### src/rtl/axi_chan_pkg.sv
// Shared channel types for the VALID/READY transmitter and receiver ends.
// Latency: none (types only).
// Backpressure: none (types only).
package axi_chan_pkg;

    // Channel side FSM: IDLE holds VALID low, SEND holds a word on the bus
    typedef enum logic {
        IDLE = 1'b0,
        SEND = 1'b1
    } state_t;

    // Width of an occupancy counter that can represent 0..depth inclusive
    function automatic int cnt_w(input int depth);
        return $clog2(depth) + 1;
    endfunction

endpackage

### src/rtl/chan_fifo.sv
// Circular buffer of DEPTH words with an extra pointer bit to separate full from empty.
// Latency: a pushed word becomes the head on the edge after the push; rdata is the head, combinational.
// Backpressure: a push while full and a pop while empty are ignored; the caller gates on full/empty.
module chan_fifo #(
    parameter int WIDTH = 8,
    parameter int DEPTH = 2
) (
    input  logic                   ACLK,
    input  logic                   ARESETn,
    input  logic                   push,
    input  logic [WIDTH-1:0]       wdata,
    input  logic                   pop,
    output logic [WIDTH-1:0]       rdata,
    output logic                   full,
    output logic                   empty,
    output logic [$clog2(DEPTH):0] count
);

    localparam int AW = $clog2(DEPTH);

    logic [WIDTH-1:0] r_mem [DEPTH];
    logic [AW:0]      r_wr_ptr;
    logic [AW:0]      r_rd_ptr;
    logic             w_do_push;
    logic             w_do_pop;

    // Same index with differing MSB means the writer is one lap ahead
    assign full      = (r_wr_ptr[AW] != r_rd_ptr[AW]) && (r_wr_ptr[AW-1:0] == r_rd_ptr[AW-1:0]);
    assign empty     = (r_wr_ptr == r_rd_ptr);
    assign count     = r_wr_ptr - r_rd_ptr;
    assign rdata     = r_mem[r_rd_ptr[AW-1:0]];
    assign w_do_push = push && !full;
    assign w_do_pop  = pop && !empty;

    // Storage array; no reset needed since empty masks stale contents
    always_ff @(posedge ACLK) begin
        if (w_do_push) begin
            r_mem[r_wr_ptr[AW-1:0]] <= wdata;
        end
    end

    // Pointer advance; both wrap naturally through the extra MSB
    always_ff @(posedge ACLK or negedge ARESETn) begin
        if (!ARESETn) begin
            r_wr_ptr <= '0;
            r_rd_ptr <= '0;
        end else begin
            if (w_do_push) begin
                r_wr_ptr <= r_wr_ptr + 1'b1;
            end
            if (w_do_pop) begin
                r_rd_ptr <= r_rd_ptr + 1'b1;
            end
        end
    end

endmodule

### src/rtl/tx_channel.sv
// VALID/READY source: queues upstream words and presents them on a registered VALID/xDATA stage.
// Latency: a load into an idle, empty block is on the bus one cycle later; one word per cycle when READY is held.
// Backpressure: VALID/xDATA freeze while READY is low; tx_ready drops only when the FIFO is full (DEPTH+1 words held).
module tx_channel
    import axi_chan_pkg::*;
#(
    parameter int WIDTH = 8,
    parameter int DEPTH = 2
) (
    input  logic             ACLK,
    input  logic             ARESETn,
    output logic             VALID,
    input  logic             READY,
    output logic [WIDTH-1:0] xDATA,
    input  logic [WIDTH-1:0] tx_data,
    input  logic             tx_load,
    output logic             tx_ready,
    output logic             tx_done,
    output logic             tx_idle
);

    localparam int CW = cnt_w(DEPTH);

    state_t           r_state;
    logic             r_valid;
    logic [WIDTH-1:0] r_data;
    logic             r_done;

    logic             w_full;
    logic             w_empty;
    logic [CW-1:0]    w_count;
    logic [WIDTH-1:0] w_fifo_rdata;
    logic             w_push;
    logic             w_hs;
    logic             w_avail;
    logic             w_load;
    logic             w_pop;
    logic             w_fifo_push;
    logic [WIDTH-1:0] w_next;

    assign w_push  = tx_load && !w_full;
    assign w_hs    = r_valid && READY;
    assign w_avail = !w_empty || w_push;
    // The output stage refills only when it is free: idle, or emptied by this edge's handshake
    assign w_load  = w_avail && ((r_state == IDLE) || w_hs);
    // Head of the FIFO always wins so older words never get overtaken by the bypass
    assign w_next  = w_empty ? tx_data : w_fifo_rdata;
    assign w_pop   = w_load && !w_empty;
    // A word that goes straight to the output register must not also be queued
    assign w_fifo_push = w_push && !(w_load && w_empty);

    assign VALID    = r_valid;
    assign xDATA    = r_data;
    assign tx_done  = r_done;
    assign tx_ready = !w_full;
    assign tx_idle  = w_empty && !r_valid;

    chan_fifo #(
        .WIDTH (WIDTH),
        .DEPTH (DEPTH)
    ) u_fifo (
        .ACLK    (ACLK),
        .ARESETn (ARESETn),
        .push    (w_fifo_push),
        .wdata   (tx_data),
        .pop     (w_pop),
        .rdata   (w_fifo_rdata),
        .full    (w_full),
        .empty   (w_empty),
        .count   (w_count)
    );

    // Occupancy sanity: the queue never holds more than DEPTH words
    always_comb begin
        assert (w_count <= CW'(DEPTH));
    end

    // Source FSM with registered VALID/xDATA and a done pulse one cycle after each handshake
    always_ff @(posedge ACLK or negedge ARESETn) begin
        if (!ARESETn) begin
            r_state <= IDLE;
            r_valid <= 1'b0;
            r_data  <= '0;
            r_done  <= 1'b0;
        end else begin
            r_done <= w_hs;
            case (r_state)
                IDLE: begin
                    if (w_avail) begin
                        r_state <= SEND;
                        r_valid <= 1'b1;
                        r_data  <= w_next;
                    end
                end
                SEND: begin
                    if (w_hs) begin
                        if (w_avail) begin
                            r_data <= w_next;
                        end else begin
                            r_state <= IDLE;
                            r_valid <= 1'b0;
                        end
                    end
                end
            endcase
        end
    end

endmodule

### config.mk
export PLATFORM = sky130hd
export DESIGN_NAME = tx_channel
export DESIGN_NICKNAME = d
export VERILOG_FILES = /design/src/rtl/axi_chan_pkg.sv /design/src/rtl/chan_fifo.sv /design/src/rtl/tx_channel.sv
export SDC_FILE = /design/constraint.sdc
export NUM_CORES = 1
export LEC_CHECK = 0
export BUFFER_PORTS_ARGS = -buffer_cell sky130_fd_sc_hd__buf_2
export CAP_MARGIN = 30
export CORE_UTILIZATION = 38
export DETAILED_ROUTE_END_ITERATION = 8
export PLACE_DENSITY = 0.64
export SKIP_CTS_REPAIR_TIMING = 1
export SYNTH_ARGS = -nofsm -noshare
export SYNTH_HDL_FRONTEND = slang
export SYNTH_SLANG_ARGS = --single-unit
### constraint.sdc
create_clock -name ACLK -period 2 [get_ports ACLK]
set_input_delay 0.1 -clock ACLK [delete_from_list [all_inputs] [get_ports ACLK]]
set_output_delay 0.1 -clock ACLK [all_outputs]
set_load 0.03 [all_outputs]
==> results by group <==
Setup path
  – Crit path capture type: output port
  – Crit path required time: about 1.9 ns
  – Crit path max-delay family: flip-flops
  – Kind of critical path: flip-flop to output port
  – Stages on the worst setup path: 5
  – R2R setup slack: 0.25 ns
  – CP peak stage delay: ~0.50 ns
  – R2R depth: 3
  – CP Data Arrival Time: 1.71 ns
  – CP startpoint kind: flip-flop
  – Worst R2R Start: u_fifo.r_wr_ptr[0]
  – Buf/Inv on CP: 2
  – CP Max Fanout: 9
  – CP max-delay cell: dfrtp_1
  – Crit path cell chain: xor2_2 -> or2_1 -> buf_4 -> nor2_1 -> buf_2
  – Reg-to-reg endpoint: u_fifo.r_mem[1][0]

Power
  – Pwr dens: between 1500 and 2000 mW/mm2
  – Worst VDD drop: ~0.66 mV
  – Total power: roughly 2900 uW
  – LEAKAGE: roughly 0.00066 uW

Routing
  – Final WL: ~2.9 mm
  – Routed len/inst: ~16 um
  – Initial DRT Pass Iterations: 4
  – DRC Markers: 0
  – Via count: 956
  – Vias per Instance: 5.34
  – Iter 0 DRT Violations: between 70 and 80
  – Routed Antenna Nets: 0

Global route
  – Number of global-route vias before repair: around 990
  – Largest net degree at the start of global routing: 16
  – Initial antenna violation count: 0
  – Gr usage total: between 10% and 20%
  – First-pass GRT wire length: just under 5 mm
  – GRT Residual Overflow: 0

Floorplan
  – Die Wd: between 60 and 70 um
  – Number of cell rows: 21
  – Num ports: 24
  – Initial core utilization: between 40% and 50%
  – Die area: between 0.004 and 0.005 mm2
  – Core Region: roughly 0.0035 mm2
  – Die H: 63.5 um

Clock network
  – Later-pin clock latency in the skew report: roughly 0.28 ns
  – H-tree Lvls: 2
  – Clock buffer depth: 2
  – CTS buffer count: 5
  – Clock slew at reported path FFs: about 0.06 ns
  – Clock Tree Root: clkbuf_8
  – Num Clock Sinks: 31
  – CTS tree: done

Timing
  – Slew margin rel.: between 70% and 80%
  – Fmax: around 550 MHz
  – RSZ-0062 raised after global routing: no
  – Setup TNS: 0 ns
  – Pins Over Slew Limit: 0
  – Min Tclk post-route: roughly 1.8 ns
  – Post-Route Skew: 0.00929 ns
  – Final setup viols: 0
  – Worst Tran Pin Value: about 0.41 ns
  – Fin. Hold Viols: 0
  – Final worst-path cycle share: between 90% and 100%

Synthesis
  – Post-synth ARST share: 48.4%
  – Post-synth EDFFs: 16
  – Synthesized instance count: between 100 and 150
  – Top post-synthesis cells by area: edfxtp_1 (33%), dfrtp_1 (26%), mux2i_1 (6.3%)
  – Net Count, Synth: between 100 and 150
  – Synth Register Bits: 31
  – Synth cell types: 31
  – Register area share after synthesis: slightly below 60%
  – Synth warn: 0
  – Avg Cell Area, Syn: around 14 um2
  – Syn Std Cell Area: approximately 0.0014 mm2
  – Leading area contributor after synthesis: edfxtp_1
  – Most used DFF post-synth: edfxtp_1
  – Synth top area share: between 30 and 40%

Cells and area
  – Nets: between 100 and 150
  – Commonest non-fill, non-tap cell in the layout: buf_2
  – Antenna Cells: 0
  – Fraction of layout cells with a size suffix above 1: approximately 38%
  – Most frequent cells in the layout: buf_2 (23), edfxtp_1 (16), dfrtp_1 (15), o211ai_1 (10), mux2i_1 (9)
  – P&R area growth vs syn: 18.6%

Hold path
  – Min-delay worst type: input pin to flip-flop
  – Hold Crit Start: tx_data[3]
  – Worst hold path cell count: 1
  – Hold Path End: u_fifo.r_mem[0][3]

Placed design
  – Port bufs: 23
  – DP HPWL: roughly 1.9 mm
  – GP Congestion: about 0.74

Status
  – Status: finished, final reports clean

Flow run
  – Max Cap Viol: 0
kinds of logic after synthesis:
kind of cell              after synthesis  share of synthesized area (%)
buffers and inverters                  12                           5.05
AOI/OAI and AO/OA                      28                           16.9
DFF                                    31                           59.6
xor gates and xnor gates                4                           3.48
and+or+nand+nor                        20                           8.71
muxes                                   9                           6.27
flip-flops by register name, summed over array words and instances, names as in the netlist:
signal and cells:
u_fifo.r_mem 16, xDATA 8, u_fifo.r_rd_ptr 2, u_fifo.r_wr_ptr 2
VALID 1, r_state 1, tx_done 1
final cells by class:
| class | count | area (um2) |
|---|---|---|
| fill | 331 | 1770 |
| inverter | 2 | 7.51 |
| tap | 46 | 57.6 |
| timing repair buffer | 31 | 178 |
| sequential | 31 | 856 |
| clock buffer | 7 | 86.3 |
| multi-input combinational | 61 | 513 |
| clock inverter | 1 | 5.00 |
cells in the mapped netlist (2+ instances only):
library cell   n
edfxtp_1      16
o221a_2        8
a21oi_1        2
buf_2          7
inv_1          2
mux2i_1        9
buf_6          2
xor2_2         2
nand3_1        2
dfrtp_1       15
xnor2_1        2
o211ai_1      10
or4_1          2
or3_1          8
through the flow:
step / cells / hold WS [ns] / instance area [um2] / setup slack [ns] / util [%]
floorplan: 104 / -0.196 / 1440 / 0.233 / -
global placement: 170 / 0.0192 / 1600 / 0.280 / 46.2
detailed placement: 170 / 0.0305 / 1600 / 0.239 / 46.2
CTS: 178 / -0.279 / 1690 / 0.186 / 48.8
global route: 179 / 0.00535 / 1700 / 0.0868 / 49.1
finish: 179 / 0.0238 / 1700 / 0.192 / 49.1
per-layer routing:
layer	share of wire (%)	routed length (um)	track usage, %
met1	46	1340	20.7
met2	49	1410	26.6
met3	3.8	110	4.35
met4	1.0	29	6.82
met5	0	0	0
how the worst max path moves through the flow:
stage / start / end / slack [ns]
global placement: u_fifo.r_wr_ptr[0] / u_fifo.r_mem[1][3] / 0.28
finish: u_fifo.r_wr_ptr[0] / tx_idle / 0.19
CTS: u_fifo.r_wr_ptr[0] / tx_idle / 0.19
detailed placement: u_fifo.r_wr_ptr[0] / u_fifo.r_mem[1][2] / 0.24
floorplan: u_fifo.r_rd_ptr[0] / u_fifo.r_mem[1][0] / 0.23
global route: u_fifo.r_wr_ptr[0] / tx_idle / 0.09
power by group:
group	internal, uW	switching (uW)	leakage (uW)
Combinational	523	849	0.000296
Clock	277	215	0.0000482
Sequential	909	148	0.000320
Total	1710	1210	0.000664
Note: power is estimated with default switching activity, not from simulation.
